File: src/rtl/if_stage.sv
// Instruction-fetch stage with IF/ID pipeline register.
// Owns the PC, runs the imem req/ready handshake and applies redirects from ID.
module if_stage #(
    parameter logic [31:0] RESET_PC = 32'h0000_0000
) (
    input  logic        clk,
    input  logic        rst,
    input  logic        stall,
    input  logic [1:0]  pc_source,
    input  logic        branch_taken,
    input  logic [31:0] branch_target,
    input  logic [31:0] jr_target,
    output logic        imem_req,
    output logic [31:0] imem_addr,
    input  logic [31:0] imem_rdata,
    input  logic        imem_ready,
    output logic [31:0] ifid_instr,
    output logic [31:0] ifid_pc4,
    output logic        ifid_valid,
    output logic [5:0]  opcode,
    output logic [5:0]  func
);

    typedef enum logic [1:0] {
        S_FETCH = 2'd0,
        S_HOLD  = 2'd1,
        S_DRAIN = 2'd2
    } state_t;

    state_t      r_state, w_state_next;
    logic [31:0] r_pc, w_pc_next;
    logic [31:0] r_ifid_instr, w_ifid_instr_next;
    logic [31:0] r_ifid_pc4, w_ifid_pc4_next;
    logic        r_ifid_valid, w_ifid_valid_next;
    logic [31:0] r_hold_instr, w_hold_instr_next;
    logic [31:0] r_pending_pc, w_pending_pc_next;

    logic        w_redirect;
    logic [31:0] w_target;
    logic [31:0] w_pc4;

    assign w_pc4 = r_pc + 32'd4;

    // Stall has priority: a redirect is only acted on when ID can advance.
    assign w_redirect = r_ifid_valid & ~stall &
                        ((pc_source == 2'b10) | (pc_source == 2'b11) |
                         ((pc_source == 2'b01) & branch_taken));

    always_comb begin
        w_target = jr_target;
        case (pc_source)
            2'b01:   w_target = branch_target;
            2'b10:   w_target = {r_ifid_pc4[31:28], r_ifid_instr[25:0], 2'b00};
            default: w_target = jr_target;
        endcase
    end

    always_comb begin
        w_state_next      = r_state;
        w_pc_next         = r_pc;
        w_ifid_instr_next = r_ifid_instr;
        w_ifid_pc4_next   = r_ifid_pc4;
        w_ifid_valid_next = r_ifid_valid;
        w_hold_instr_next = r_hold_instr;
        w_pending_pc_next = r_pending_pc;

        case (r_state)
            S_FETCH: begin
                if (w_redirect) begin
                    w_ifid_instr_next = 32'd0;
                    w_ifid_valid_next = 1'b0;
                    if (imem_ready) begin
                        w_pc_next = w_target;
                    end else begin
                        // Request already issued; it must complete before we move on.
                        w_pending_pc_next = w_target;
                        w_state_next      = S_DRAIN;
                    end
                end else if (imem_ready && !stall) begin
                    w_ifid_instr_next = imem_rdata;
                    w_ifid_pc4_next   = w_pc4;
                    w_ifid_valid_next = 1'b1;
                    w_pc_next         = w_pc4;
                end else if (imem_ready) begin
                    w_hold_instr_next = imem_rdata;
                    w_state_next      = S_HOLD;
                end else if (!stall) begin
                    w_ifid_instr_next = 32'd0;
                    w_ifid_valid_next = 1'b0;
                end
            end
            S_HOLD: begin
                if (!stall) begin
                    w_state_next = S_FETCH;
                    if (w_redirect) begin
                        w_pc_next         = w_target;
                        w_ifid_instr_next = 32'd0;
                        w_ifid_valid_next = 1'b0;
                    end else begin
                        w_ifid_instr_next = r_hold_instr;
                        w_ifid_pc4_next   = w_pc4;
                        w_ifid_valid_next = 1'b1;
                        w_pc_next         = w_pc4;
                    end
                end
            end
            S_DRAIN: begin
                if (w_redirect) begin
                    w_pending_pc_next = w_target;
                end
                if (imem_ready) begin
                    w_pc_next    = w_redirect ? w_target : r_pending_pc;
                    w_state_next = S_FETCH;
                end
                if (!stall) begin
                    w_ifid_instr_next = 32'd0;
                    w_ifid_valid_next = 1'b0;
                end
            end
            default: begin
                w_state_next = S_FETCH;
            end
        endcase
    end

    always_ff @(posedge clk or posedge rst) begin
        if (rst) begin
            r_state      <= S_FETCH;
            r_pc         <= RESET_PC;
            r_ifid_instr <= 32'd0;
            r_ifid_pc4   <= 32'd0;
            r_ifid_valid <= 1'b0;
            r_hold_instr <= 32'd0;
            r_pending_pc <= 32'd0;
        end else begin
            r_state      <= w_state_next;
            r_pc         <= w_pc_next;
            r_ifid_instr <= w_ifid_instr_next;
            r_ifid_pc4   <= w_ifid_pc4_next;
            r_ifid_valid <= w_ifid_valid_next;
            r_hold_instr <= w_hold_instr_next;
            r_pending_pc <= w_pending_pc_next;
        end
    end

    // Gating with rst keeps the request low while reset is held, high right after.
    assign imem_req   = (r_state != S_HOLD) & ~rst;
    assign imem_addr  = r_pc;
    assign ifid_instr = r_ifid_instr;
    assign ifid_pc4   = r_ifid_pc4;
    assign ifid_valid = r_ifid_valid;
    assign opcode     = r_ifid_instr[31:26];
    assign func       = r_ifid_instr[5:0];

endmodule
File: config.mk
export PLATFORM = sky130hd
export DESIGN_NAME = if_stage
export DESIGN_NICKNAME = d
export VERILOG_FILES = /design/src/rtl/if_stage.sv
export SDC_FILE = /design/constraint.sdc
export NUM_CORES = 1
export LEC_CHECK = 0
export BUFFER_PORTS_ARGS = -buffer_cell sky130_fd_sc_hd__buf_2
export CAP_MARGIN = 20
export CORE_ASPECT_RATIO = 1.75
export CORE_MARGIN = 3
export CORE_UTILIZATION = 55
export DETAILED_ROUTE_END_ITERATION = 7
export GPL_ROUTABILITY_DRIVEN = 1
export HOLD_SLACK_MARGIN = 0.1
export PLACE_DENSITY = 0.9
export SLEW_MARGIN = 10
export SYNTH_ARGS = -nofsm -noshare
export SYNTH_HDL_FRONTEND = slang
export SYNTH_SLANG_ARGS = --single-unit
File: constraint.sdc
create_clock -name clk -period 15.8 [get_ports clk]
set_input_delay 2.37 -clock clk [delete_from_list [all_inputs] [get_ports clk]]
set_output_delay 2.37 -clock clk [all_outputs]
set_load 0.01 [all_outputs]
==> summary.md, run 1 <==
| Metric | Value |
|---|---|
| Outcome | completed |
| Post-CTS Hold Buffers | 0 |
| CP bufs+invs | 2 |
| CTS Buf Count | 17 |
| Final hold viol count | 0 |
| Crit-path max FO | 2 |
| Area occupied by registers | 0.00408 sq mm |
| CTS root buf | clkbuf_16 |
| Post-synthesis cell type count | 67 |
| Congestion Overflow GR | 0 |
| CP Class | in -> out |
| Crit share post-route | 0.321 |
| All-layer global routing usage | 0.286 |
| Max VDD drop | a little over 0.0001 V |
| Crit path top cell by count | buf_2 |
| Die Span Y | roughly 170 microns |
| Rel. slew slack | 0.219 |
| Sequential fraction of the synthesis area | 0.466 |
| CP Launch Type | input port |
| Fmax achieved | about 0.20 GHz |
| Worst EP required | roughly 13000 ps |
| Hpwl dp | 17600 microns |
| Inst Count DP | between 1000 and 1500 |
| Htree depth | 4 |
| Total power | slightly above 2000 uW |
| Fillers | about 1200 |
| Wirelength per Cell | 20.0 microns |
| Core area | roughly 0.015 sq mm |
| Ys async rst share | 1.00 |
| Pwr dens | between 150 and 200 mW/mm^2 |
| Post-synth EDFFs | 0 |
| Lkg Pwr | 0.00475 uW |
| Post-CTS Setup Bufs | 0 |
| Detailed-route wire length | ~25000 microns |
| Commonest non-fill, non-tap cell in the layout | buf_2 |
| Std cell rows | 60 |
| Initial drt markers | approximately 630 |
| Flip-flop and latch count after synthesis | ~160 |
| CTS Sinks | about 160 |
| Final-report setup violation count | 0 |
| Post-synth top flop | dfrtp_1 |
| Worst-path clk slew | 60 ps |
| Total negative slack | 0 ps |
| Largest net degree at the start of global routing | 92 |
| Synth top area share | 0.466 |
| Post-Syn Area | ~0.0087 sq mm |
| Vias in the first global route | about 7600 |
| Commonest cells after routing, fill and taps aside | 212 x buf_2, 163 x dfrtp_1, 114 x o21ai_0 |
| Tightest Pin Transition | ~1200 ps |
| Synth-to-layout area growth | 18.2% |
| First-pass GRT wire length | roughly 40000 microns |
| Via density per instance | between 6 and 7 |
| DR pass1 iterations | 5 |
| RSZ-0062 raised after global routing | no |
| IO Pins | 213 |
| GPL Wtd Cong | 0.878 |
| CTS tree | built |
| CP endpoint kind | output pin |
| ANT nets after route | 0 |
| Fin. max-slew vios | 0 |
| Synth warn | 0 |
| Area of the multi-input gates | approximately 0.0042 sq mm |
| Clock skew | 11.3 ps |
| Clk Latency, worst-skew pair | roughly 430 ps |
| Max incr delay on CP | between 100 and 150 ps |
| # DRC | 0 |
| Fin util | 0.668 |
| Hold Crit Class | reg -> reg |
| Layout cells sized above 1 | 0.295 |
| Cts repair resizes | 0 |
| Initial antenna violation count | 2 |
| Crit path cell chain | buf_2 -> nor2_1 -> buf_2 |
| Die width | between 100 and 150 microns |
| Slowest CP cell | buf_2 |
| Post-route setup slack | about 11000 ps |
| Layout Cells excl Fill | around 1300 |
| Bufs on Longest Clock Path | 2 |
| CP top delay family | buffers and inverters |
| Setup WS pre-CTS | roughly 10000 ps |
| Input/output buffers | 212 |
| Initial core utilization | 0.565 |
| Avg Cell Area, Syn | around 10 sq um |
| Minimum clock period | between 5000 and 6000 ps |
| Max cap viols | 0 |
| Syn_nets | just over 1000 |
| Yosys top cell by area | dfrtp_1 |
| NumNets Final | ~1200 |
| Die Footprint | around 0.018 sq mm |
| Routed vias | between 7000 and 8000 |
| Worst EP arrival | ~2700 ps |
| Top post-synthesis cells by area | dfrtp_1 47%, o21ai_0 6.5%, mux2_2 5.7% |
| Synth Instances | 900 |
## synth_stat cells (18+ instances only)
| cell | instances |
|---|---|
| mux2_2 | 44 |
| nand2_1 | 80 |
| nand3_1 | 18 |
| o21ai_0 | 114 |
| clkbuf_1 | 39 |
| nor2_1 | 52 |
| a22oi_1 | 41 |
| a221o_1 | 29 |
| and3_1 | 29 |
| a21oi_1 | 62 |
| dfrtp_1 | 163 |
## where the power goes
group	switching, uW	internal, uW	total, uW
Combinational	449	335	784
Sequential	170	605	776
Clock	181	272	453
## registers in the layout, summed over array words and instances (netlist names)
register	count
ifid_pc4	32
ifid_instr	32
imem_addr	32
r_hold_instr	32
r_pending_pc	32
r_state	2
ifid_valid	1
## worst paths after layout
check                            startpoint                to  slack (ps)  cells after the start
max in group asynchronous               rst     ifid_instr[2]       12230                      3
min reg2reg                r_pending_pc[19]  r_pending_pc[19]         480                      2
max                                     rst          imem_req       10720                      3
min                        r_pending_pc[19]  r_pending_pc[19]         480                      2
min in group asynchronous               rst   r_hold_instr[9]        2120                      2
max reg2reg                      r_state[1]    ifid_instr[17]       12530                      7
## worst min-delay path, cell delays in order, from the launching register on
cell and delay, ps:
dfrtp_1 340, nand2_1 50, o21ai_0 60
## routing by layer
metal,GRT usage,vias up,routed length (microns)
met3,0.0513,77,1660
met5,0,-,13
li1,-,3636,-
met2,0.482,379,13100
met1,0.351,3795,9330
met4,0.130,2,1050
## stage by stage
step	area [sq um]	hold WS (ps)
after global placement	9670	454
after CTS	10300	479
after global routing	10300	497
after floorplan	8740	441
after detailed placement	9690	464
final	10300	480
## area by class of cell
class | count | share of cell area
antenna | 1 | 0.000242
clock buffer | 18 | 0.0425
clock inverter | 13 | 0.0192
inverter | 15 | 0.00593
multi-input combinational | 638 | 0.404
sequential | 163 | 0.395
tap | 186 | 0.0225
timing repair buffer | 223 | 0.111
## logic make-up after synthesis
| kind of cell | count (synthesis) | share of synthesized area |
|---|---|---|
| muxes | 51 | 0.0647 |
| AOI/OAI and AO/OA | 321 | 0.242 |
| and+or+nand+nor | 232 | 0.130 |
| adders and majority gates | 8 | 0.0114 |
| DFF | 163 | 0.466 |
| buffers and inverters | 99 | 0.0592 |
| xor gates and xnor gates | 26 | 0.0260 |
Power figures use the tool's default switching activity.
==> inputs of run 2 (changes only) <==
--- a/config.mk
+++ b/config.mk
@@ -5,15 +5,16 @@
 export SDC_FILE = /design/constraint.sdc
 export NUM_CORES = 1
 export LEC_CHECK = 0
+export ABC_AREA = 1
 export BUFFER_PORTS_ARGS = -buffer_cell sky130_fd_sc_hd__buf_2
 export CAP_MARGIN = 20
 export CORE_ASPECT_RATIO = 1.75
 export CORE_MARGIN = 3
-export CORE_UTILIZATION = 55
+export CORE_UTILIZATION = 50
 export DETAILED_ROUTE_END_ITERATION = 7
 export GPL_ROUTABILITY_DRIVEN = 1
 export HOLD_SLACK_MARGIN = 0.1
-export PLACE_DENSITY = 0.9
+export PLACE_DENSITY = 0.85
 export SLEW_MARGIN = 10
 export SYNTH_ARGS = -nofsm -noshare
 export SYNTH_HDL_FRONTEND = slang
==> constraint.sdc (replaced) <==
create_clock -name clk -period 4.3 [get_ports clk]
set_input_delay 0.645 -clock clk [delete_from_list [all_inputs] [get_ports clk]]
set_output_delay 0.645 -clock clk [all_outputs]
set_load 0.01 [all_outputs]
==> summary.md, run 2 <==
| Metric | Value |
|---|---|
| Gate power share | 0.511 |
| Switch Pwr | 4310 uW |
| Synth top area share | 0.418 |
| Clock share of power | 0.166 |
| Synth-to-layout area growth | 16.3% |
| Synth Instances | about 1400 |
| Max cap viols | 0 |
| Initial antenna violation count | 4 |
| Tightest Pin Transition | roughly 910 ps |
| Input/output buffers | around 210 |
| Congestion Overflow GR | 0 |
| Largest net degree at the start of global routing | approximately 160 |
| Synth warn | 0 |
| Worst EP arrival | about 3300 ps |
| ANT nets after route | 0 |
| # DRC | 0 |
| Wirelength per Cell | ~18 microns |
| Pwr dens | 789 mW/mm^2 |
| Commonest non-fill, non-tap cell in the layout | nand2_1 |
| Layout cells sized above 1 | 0.195 |
| CP endpoint kind | flip-flop |
| NumNets Final | between 1500 and 2000 |
| All-layer global routing usage | 0.293 |
| First-pass GRT wire length | ~50000 microns |
| Hold slack | 443 ps |
| IO Pins | 213 |
| CP endpoint | imem_addr[3] |
| Htree depth | 4 |
| Cell-internal power | 4630 uW |
| Bufs on Longest Clock Path | 2 |
| Routed vias | about 10000 |
| Critical Path Start | r_state[0] |
| R2r endpoint | imem_addr[3] |
| Worst EP required | ~4700 ps |
| Crit-path max FO | 79 |
| Initial core utilization | 0.510 |
| Final-report setup violation count | 0 |
| Reg2Reg Depth | 10 |
| Core area | between 0.015 and 0.02 sq mm |
| CP Class | reg -> reg |
| FF-to-FF Start | r_state[0] |
| Top post-synthesis cells by area | dfrtp_1 42%, nand2_1 20%, nor2_1 5.7% |
| CTS tree | built |
| Via density per instance | around 5.6 |
| Reg power frac | 0.323 |
| GPL Wtd Cong | about 0.94 |
| Clk Latency, worst-skew pair | 440 ps |
| Sequential fraction of the synthesis area | 0.418 |
| Cts repair resizes | 0 |
| Vias in the first global route | about 9500 |
| CTS root buf | clkbuf_16 |
| Minimum clock period | 2930 ps |
| Post-synthesis cell type count | 39 |
| Total negative slack | 0 ps |
| Die Footprint | roughly 0.021 sq mm |
| Lkg Pwr | approximately 0.0057 uW |
| Clock skew | about 9.0 ps |
| CP Launch Type | flip-flop |
| Initial drt markers | approximately 760 |
| Die Span Y | approximately 190 microns |
| R2R setup slack | approximately 1400 ps |
| Post-CTS Hold Buffers | 0 |
| Die width | roughly 110 microns |
| Fin. max-slew vios | 0 |
| Post-Syn Area | roughly 0.0097 sq mm |
| RSZ-0062 raised after global routing | no |
| Hpwl dp | about 23000 microns |
| DR pass1 iterations | 5 |
| Outcome | completed |
| Detailed-route wire length | between 30000 and 40000 microns |
| Hold Crit Class | in -> reg |
| Worst-path clk slew | roughly 70 ps |
| CTS Sinks | ~160 |
| Ys async rst share | 1.00 |
| Yosys top cell by area | dfrtp_1 |
| Sw Ratio | 0.482 |
| Synth cell count leaders | 519 x nand2_1, 163 x dfrtp_1, 147 x nor2_1, 85 x a21oi_1, 78 x inv_1 |
| Post-CTS Setup Bufs | 0 |
| Avg Cell Area, Syn | about 7 sq um |
| Final hold viol count | 0 |
| Most numerous cell in the Yosys netlist | nand2_1 |
| CTS Buf Count | 17 |
| Std cell rows | 67 |
| Syn_nets | between 1000 and 1500 |
| Fmax achieved | between 0.3 and 0.4 GHz |
| Crit share post-route | 0.682 |
| Commonest cells after routing, fill and taps aside | 519 x nand2_1, 212 x buf_2, 163 x dfrtp_1 |
| Max VDD drop | roughly 0.00039 V |
| Post-synth EDFFs | 0 |
| Flip-flop and latch count after synthesis | approximately 160 |
| Rel. slew slack | 0.395 |
| Post-synth top flop | dfrtp_1 |
run 2: changes by cell type after synthesis, moves of 32 or more:
cell     change
a22oi_1     -40
nand2_1    +439
inv_1       +64
mux2_2      -32
o21ai_0     -41
nor2_1      +95
run 2: how the worst min path moves through the flow:
stage	startpoint	end	slack, ps	cells past startpoint
2_1_floorplan	r_pending_pc[20]	r_pending_pc[20]	450	2
3_3_place_gp	ifid_pc4[5]	ifid_pc4[5]	460	2
3_5_place_dp	ifid_pc4[17]	ifid_pc4[17]	460	2
4_1_cts	imem_rdata[11]	r_hold_instr[11]	440	2
5_1_grt	imem_rdata[11]	r_hold_instr[11]	440	2
6_report	imem_rdata[11]	r_hold_instr[11]	440	2
run 2: final cells by class:
cell class,count,area (sq um)
diodes,4,10.0
clock buffers,19,453
clock inverters,13,120
fillers,1794,7780
inverters,87,333
multi-input cells,1035,4830
flip-flops and latches,163,4080
well taps,241,302
repair buffers,229,1210
run 2: cells by family (layout without fill, tap and decap cells):
| kind of cell | Yosys count | count (layout) | share of synthesized area |
|---|---|---|---|
| adders and majority gates | 8 | 8 | 0.0103 |
| and+or+nand+nor | 728 | 728 | 0.297 |
| other | 0 | 4 | 0 |
| DFF | 163 | 163 | 0.418 |
| muxes | 12 | 12 | 0.0139 |
| xor gates and xnor gates | 15 | 15 | 0.0135 |
| AOI/OAI and AO/OA | 272 | 272 | 0.161 |
| buffers and inverters | 180 | 348 | 0.0861 |
run 2: worst max-delay path: stages (launching register included):
cell	delay (ps)
dfrtp_1	440
inv_1	110
ha_1	230
inv_2	70
buf_4	680
o21ai_0	220
nor2_1	170
nand3_2	110
inv_2	510
nor2_1	100
a31oi_1	190
run 2: power groups by stage:
stage / clock [uW] / sequential [uW] / combinational (uW)
final: 1480 / 2880 / 4570
after detailed placement: 0 / 2890 / 4510
after global placement: 0 / 2860 / 4370
after CTS: 1490 / 2860 / 4560
after global routing: 1550 / 2950 / 5110
after floorplan: 0 / 2900 / 3160
run 2: per-layer routing:
metal | global-route usage | wire length (microns) | part of all wire
met3 | 0.0470 | 2230 | 0.070
met1 | 0.325 | 11000 | 0.35
met4 | 0.227 | 2540 | 0.080
met5 | 0 | 0 | 0
met2 | 0.498 | 15900 | 0.50
run 2: stage by stage:
step | worst slack (ps) | total power [uW] | instance area, sq um | instances | util
2_1_floorplan | 1580 | 6060 | 9750 | 1378 | -
3_3_place_gp | 1060 | 7230 | 10700 | 1754 | 0.562
3_5_place_dp | 1060 | 7400 | 10800 | 1755 | 0.563
4_1_cts | 1380 | 8920 | 11300 | 1787 | 0.593
5_1_grt | 1100 | 9620 | 11300 | 1791 | 0.593
6_report | 1370 | 8940 | 11300 | 1791 | 0.593
